==> src/rtl/pacman_mover.sv <==
// Pac-Man movement controller: probes a requested turn and the current heading
// against the collision checker, then steps the position once per tick.
module pacman_mover #(
  parameter logic [8:0] START_X = 9'd168,
  parameter logic [8:0] START_Y = 9'd232,
  parameter logic [8:0] STEP    = 9'd1,
  parameter int         SETTLE  = 3
) (
  input  logic       clk,
  input  logic       rst,
  input  logic       tick,
  input  logic [3:0] dir_req,
  input  logic       collide,
  output logic [3:0] direction,
  output logic [8:0] p_x,
  output logic [8:0] p_y,
  output logic [3:0] cur_dir,
  output logic       moving,
  output logic       done
);

  localparam int CW = (SETTLE < 2) ? 1 : $clog2(SETTLE);
  localparam logic [CW-1:0] LAST = CW'(SETTLE - 1);

  localparam logic [3:0] D_LEFT  = 4'b1000;
  localparam logic [3:0] D_UP    = 4'b0100;
  localparam logic [3:0] D_RIGHT = 4'b0010;
  localparam logic [3:0] D_DOWN  = 4'b0001;

  typedef enum logic [1:0] {
    IDLE,
    PROBE_REQ,
    PROBE_CUR,
    MOVE
  } state_t;

  state_t        state;
  logic [3:0]    req_q;
  logic [CW-1:0] cnt;
  logic          mv_q;
  logic          req_turn;

  // A request only counts as a turn if it is one-hot and a new heading
  always_comb begin
    req_turn = 1'b0;
    if (dir_req != 4'b0000 &&
        (dir_req & (dir_req - 4'd1)) == 4'b0000 &&
        dir_req != cur_dir)
      req_turn = 1'b1;
  end

  // Evaluation FSM; all outputs are registered here
  always_ff @(posedge clk) begin
    if (rst) begin
      state     <= IDLE;
      p_x       <= START_X;
      p_y       <= START_Y;
      cur_dir   <= D_LEFT;
      direction <= D_LEFT;
      moving    <= 1'b0;
      done      <= 1'b0;
      req_q     <= 4'b0000;
      cnt       <= '0;
      mv_q      <= 1'b0;
    end else begin
      done <= 1'b0;
      unique case (state)
        IDLE: begin
          cnt <= '0;
          if (tick) begin
            req_q <= dir_req;
            if (req_turn) begin
              direction <= dir_req;
              state     <= PROBE_REQ;
            end else begin
              direction <= cur_dir;
              state     <= PROBE_CUR;
            end
          end
        end
        PROBE_REQ: begin
          if (cnt == LAST) begin
            cnt   <= '0;
            state <= PROBE_CUR;
            if (!collide) begin
              cur_dir   <= req_q;
              direction <= req_q;
            end else begin
              direction <= cur_dir;
            end
          end else begin
            cnt <= cnt + CW'(1);
          end
        end
        PROBE_CUR: begin
          if (cnt == LAST) begin
            cnt   <= '0;
            mv_q  <= ~collide;
            state <= MOVE;
          end else begin
            cnt <= cnt + CW'(1);
          end
        end
        MOVE: begin
          if (mv_q) begin
            unique case (1'b1)
              cur_dir[3]: p_x <= p_x - STEP;
              cur_dir[2]: p_y <= p_y - STEP;
              cur_dir[1]: p_x <= p_x + STEP;
              cur_dir[0]: p_y <= p_y + STEP;
              default: ;
            endcase
          end
          moving    <= mv_q;
          done      <= 1'b1;
          direction <= cur_dir;
          state     <= IDLE;
        end
        default: state <= IDLE;
      endcase
    end
  end

endmodule

==> config.mk <==
export PLATFORM = sky130hd
export DESIGN_NAME = pacman_mover
export DESIGN_NICKNAME = d
export VERILOG_FILES = /design/src/rtl/pacman_mover.sv
export SDC_FILE = /design/constraint.sdc
export NUM_CORES = 1
export LEC_CHECK = 0
export BUFFER_PORTS_ARGS = -buffer_cell sky130_fd_sc_hd__buf_2
export CAP_MARGIN = 20
export CORE_MARGIN = 5
export CORE_UTILIZATION = 45
export CTS_CLUSTER_DIAMETER = 150
export DETAILED_ROUTE_END_ITERATION = 7
export PLACE_DENSITY = 0.66
export SKIP_CTS_REPAIR_TIMING = 1
export SLEW_MARGIN = 40
export SYNTH_ARGS = -nofsm -noshare
export SYNTH_HDL_FRONTEND = slang
export SYNTH_SLANG_ARGS = --single-unit
==> constraint.sdc <==
create_clock -name clk -period 4.32 [get_ports clk]
set_clock_uncertainty 0.15 [all_clocks]
set_input_delay 0 -clock clk [delete_from_list [all_inputs] [get_ports clk]]
set_output_delay 0 -clock clk [all_outputs]
set_load 0.1 [all_outputs]
# [After elaboration in Yosys (flattened, before gate mapping)]
# Cells that the tools add are included.
[op_classes] n_mul=0 order_cmp=0 n_eq_ne=8 bitwise_logic=2 reduce_logical=17 n_shift=0 add_sub_neg=6 mux=16 div_mod_pow=0
[op_table] cell="$pmux 9 s2" count=2
[op_table] cell="$add 9x1->9 const B" count=2
[op_table] cell="$sub 9x1->9 const B" count=2
[op_table] cell="$mux 4" count=4
[op_table] cell="$pmux 4 s3" count=1
[op_table] cell="$reduce_and 3->1" count=4
[op_table] cell="$mux 2" count=5
[op_table] cell="$pmux 2 s4" count=1
[op_table] cell="$eq 2x2->1 const B" count=3
[op_table] cell="$ne 2x2->1 const B" count=3
[op_table] cell="$reduce_and 2->1" count=3
[op_table] cell="$reduce_bool 2->1" count=3
[op_table] cell="$and 4x4->4" count=1
[op_table] cell="$logic_not 4->1" count=1
[op_table] cell="$ne 4x4->1" count=1
[op_table] cell="$pmux 2 s2" count=1
[op_table] cell="$reduce_bool 4->1" count=1
[op_table] cell="$sub 4x1->4 const B" count=1
[op_table] cell="$reduce_bool 3->1" count=1
[op_table] cell="$add 2x1->2 const B" count=1
[op_table] cell="$eq 2x1->1 const B" count=1
[op_table] cell="$logic_and 1x1->1" count=2
[op_table] cell="$logic_not 2->1" count=1
[op_table] cell="$mux 1" count=2
[op_table] cell="other kinds (2)" count=2
[word_totals] memories=0 input_bits=8 regBits=37 ramBits=0 wordCells=59 latch_bits=0 output_inout_bits=28 romBits=0

# [Logic depth before layout (Yosys ltp)]
[depth] ltp_word=9 depth_mapped=8 mapped_depth_nobuf=7

# [Worst setup path before layout]
# No wires, ideal clock.
[synth_path] kind="flip-flop to flip-flop" startpoint="register cur_dir[1]" endpoint="register p_x[8]" required_ns=4.049 path_slack_ns=1.093 setup_time_ns=0.121 period_less_slack_ns=3.227 arrival_time_ns=2.956 stages_incl_launch_ff=9 path_buffers=1 cell_sequence="dfxtp_1 clkbuf_1 inv_1 ha_1 a21o_1 a31o_2 or3_1 a21oi_1 mux2_2"
[synth_between] elab_chain_len=2 word_cells_on_any_way=3 cone_classes="mux (1); reduce/logical (2)"
[synth_lines] element="from (decl)" line="17" source="output logic [3:0] cur_dir,"
[synth_lines] element="from (signal assigned)" line="86" source="cur_dir <= req_q;"
[synth_lines] element="$reduce_bool 2->1 (no line)"
[synth_lines] element="$reduce_and 3->1 (no line)"
[synth_lines] element="to (signal assigned)" line="107" source="cur_dir[3]: p_x <= p_x - STEP;"
[synth_lines] element="to (signal assigned)" line="109" source="cur_dir[1]: p_x <= p_x + STEP;"
[synth_lines] element="to (decl)" line="15" source="output logic [8:0] p_x,"
# Parallel ways exist; a longest one is shown, timed or not.
# A chain may end at the register's enable or synchronous reset.

# [Final worst setup path]
# Ends and elaborated chain as after synthesis.

==> implementation parameters <==
Parameter                              Value

Run status
  Result of the run    finished, final reports clean

GRT
  Number of global-route vias before repair    1960
  Grt total ovfl    0
  Largest net degree at the start of global routing    34
  Global-route usage over all layers    16.66%
  Antenna violations before repair    0
  Wire length of the first global-routing pass    8.790 mm

Synth
  Proportion of register bits with asynchronous set or reset after synthesis    0%
  Flops & latches, synth    37
  Post-synthesis average cell area    8.455 sq um
  Synthesized cell area    between 2000 and 2500 sq um
  Cells after synthesis    276
  Cell types with the highest counts after synthesis    sky130_fd_sc_hd__dfxtp_1, sky130_fd_sc_hd__nor2_1, sky130_fd_sc_hd__a21oi_1
  Yosys cell types    45
  Number of enable-type register cells in the synthesized netlist    0
  Most numerous cell in the Yosys netlist    sky130_fd_sc_hd__dfxtp_1
  Main synth FF type    sky130_fd_sc_hd__dfxtp_1
  Share of synthesized area occupied by flip-flops and latches    between 30% and 40%
  Total nets after synthesis    307
  Synth area leader    sky130_fd_sc_hd__dfxtp_1
  Biggest area contributors in the synthesized netlist    sky130_fd_sc_hd__dfxtp_1, sky130_fd_sc_hd__ha_1, sky130_fd_sc_hd__a21oi_1
  Synth warn    0
  Yosys top cell area share    between 30% and 40%

Final layout
  Fraction of final layout cells with drive strength greater than 1    17.41%
  Non-filler instance count after layout    386
  Number of nets in the finished design    346
  Count of filler cells inserted in the layout    493
  Multi-input gate area    around 1500 sq um
  Antenna cells    0
  Synth-to-layout area growth    17.10%
  Sequential standard cell area    740.7 sq um

Placement
  # placed instances    372
  Detailed placement HPWL    between 3 and 4 mm
  Dpl ws    1.673 ns
  Input/output buffers    35
  RePlAce Congestion    between 0.8 and 0.9

Setup path
  Kind of critical path    flop to flop
  Startpoint type of the worst setup path    flop
  Number of buffers and inverters on the critical path    1
  Launching point of the worst reg2reg path    cur_dir[1]
  Critical Path Slowest Stage Cell    sky130_fd_sc_hd__dfxtp_1
  Peak per-stage delay on the critical path    0.50 ns
  Critical path arrival    2.69 ns
  Crit end category    flop
  Start point of the critical path    cur_dir[1]
  Worst path top cell family by delay    compound AO/OA/AOI/OAI gates
  Worst-path maximum fanout    9
  Cell chain of the critical path    inv_1 -> ha_1 -> a21o_1 -> a31o_2 -> or3_1 -> a21oi_1 -> mux2_2
  Critical path data required time    4.35 ns

STA
  Max-slew violations    0
  Worst setup slack after layout    1.663 ns
  Final hold viol count    0
  Highest clock frequency the design can meet    376.3 MHz
  Share of the clock period used by the worst path    between 60 and 70%
  Actual slew at the worst max-slew pin    0.6361 ns
  Post-Route Hold Slack    roughly 0.056 ns
  Final-layout setup total negative slack    0 ns
  Min Tclk post-route    about 2.7 ns
  Total of endpoints with negative setup slack in the final report    0
  Setup repair after global routing missed its margin    no
  Relative slew slack    about 58%

Floorplanning
  Starting Density    45.98%
  Area of the placeable core    5075 sq um
  I/O pin total    36
  Die X    82.01 um
  Floorplan die area    6726 sq um
  Site Rows    26
  Vertical die dimension    82.01 um

Clocking
  Clock network latency to the later pin of the worst-skew pair    0.29 ns
  Level count of the clock H-tree    2
  Max clock buf depth    2
  CTS clk-pin slew, worst paths    0.08 ns
  Root cell of the clock tree    sky130_fd_sc_hd__clkbuf_8
  Num CTS Buffers    5
  Clock sink total    37
  TritonCTS clock tree    built

Routing
  Avg Vias per Cell    between 5 and 6
  Starting DRT DRC Count    78
  Average wire per cell in the routed design    13.22 um
  Residual DRC count    0
  Final wirelength    about 5.1 mm
  Vias    2030
  First-pass detailed-route iteration total    4
  ANT nets after route    0

Min path
  Hold path startpoint    rst
  Hold Path Class    input pin to flop

Power
  Tot Pwr    1.014 mW
  Cell leakage power    1.211 nW
  Areal power density over the cells    371.2 nW/um^2
  Maximum vdd drop    0.1966 mV

Job
  Number of max-cap violations    0
==> state kept, by name, indices dropped and copies added, names as in the netlist <==
signal / flops
cnt: 2
cur_dir: 4
direction: 4
done: 1
moving: 1
mv_q: 1
p_x: 9
p_y: 9
req_q: 4
state: 2
==> routing by layer <==
layer  global-route usage (%)  share of wire, %
met1                    20.99                46
met4                    5.316              0.63
met5                        0                 0
met2                    27.79                48
met3                    4.057               5.4
==> through the flow <==
stage	utilization, %	instance area [sq um]
floorplan	-	2333
detailed placement	50.37	2556
global route	53.85	2733
global placement	50.17	2546
CTS	52.66	2673
finish	53.85	2733
==> logic make-up after synthesis <==
family | Yosys count | share of synthesized area [%]
and+or+nand+nor | 79 | 16.51
xor gates and xnor gates | 19 | 7.131
AOI/OAI and AO/OA | 86 | 23.16
buffers and inverters | 23 | 4.236
muxes | 9 | 4.236
adders and majority gates | 23 | 12.98
DFF | 37 | 31.74
==> cell usage in the layout (no fill, tap or decap), types with 3 or more instances in the layout <==
cell                            netlist  layout
sky130_fd_sc_hd__a211oi_1             4       4
sky130_fd_sc_hd__ha_1                21      21
sky130_fd_sc_hd__o211ai_1             8       8
sky130_fd_sc_hd__mux2_2               3       3
sky130_fd_sc_hd__o21ai_0             16      16
sky130_fd_sc_hd__clkbuf_8             0       6
sky130_fd_sc_hd__dfxtp_1             37      37
sky130_fd_sc_hd__nor2b_1              7       7
sky130_fd_sc_hd__buf_2                1      37
sky130_fd_sc_hd__a21o_1               6       6
sky130_fd_sc_hd__xor2_1              17      17
sky130_fd_sc_hd__nand3_1              7       7
sky130_fd_sc_hd__mux2i_1              5       5
sky130_fd_sc_hd__dlygate4sd3_1        0       6
sky130_fd_sc_hd__a31oi_1              3       3
sky130_fd_sc_hd__nor2_1              36      36
sky130_fd_sc_hd__inv_1               11      11
sky130_fd_sc_hd__a21oi_1             33      33
sky130_fd_sc_hd__nand2_1             17      17
==> path summary, 6_finish.rpt <==
kind	to	slack, ns	cells after the start
max	p_x[8]	1.66	7
min	p_y[0]	0.06	2
max reg2reg	p_x[8]	1.66	7
min reg2reg	cnt[1]	0.33	2
==> area by class of cell <==
type / instances / share of cell area, %
multi-input combinational: 216 / 54.67
inverter: 11 / 1.511
sequential: 37 / 27.11
tap: 70 / 3.205
timing repair buffer: 44 / 9.249
clock inverter: 1 / 1.099
clock buffer: 7 / 3.159
==> worst register-to-register path, stage by stage, from the launching register on <==
cell	delay (ns)
sky130_fd_sc_hd__dfxtp_1	0.50
sky130_fd_sc_hd__inv_1	0.24
sky130_fd_sc_hd__ha_1	0.40
sky130_fd_sc_hd__a21o_1	0.21
sky130_fd_sc_hd__a31o_2	0.24
sky130_fd_sc_hd__or3_1	0.30
sky130_fd_sc_hd__a21oi_1	0.17
sky130_fd_sc_hd__mux2_2	0.34
==> where the power goes <==
| part | total (mW) | leakage [nW] | switching (mW) | internal (mW) |
|---|---|---|---|---|
| combinational | 0.303 | 0.852 | 0.216 | 0.0865 |
| clock | 0.315 | 0.0585 | 0.127 | 0.188 |
| sequential | 0.397 | 0.300 | 0.0254 | 0.372 |
| total | 1.01 | 1.21 | 0.368 | 0.646 |
No activity file was read; power rests on OpenSTA's default activity.
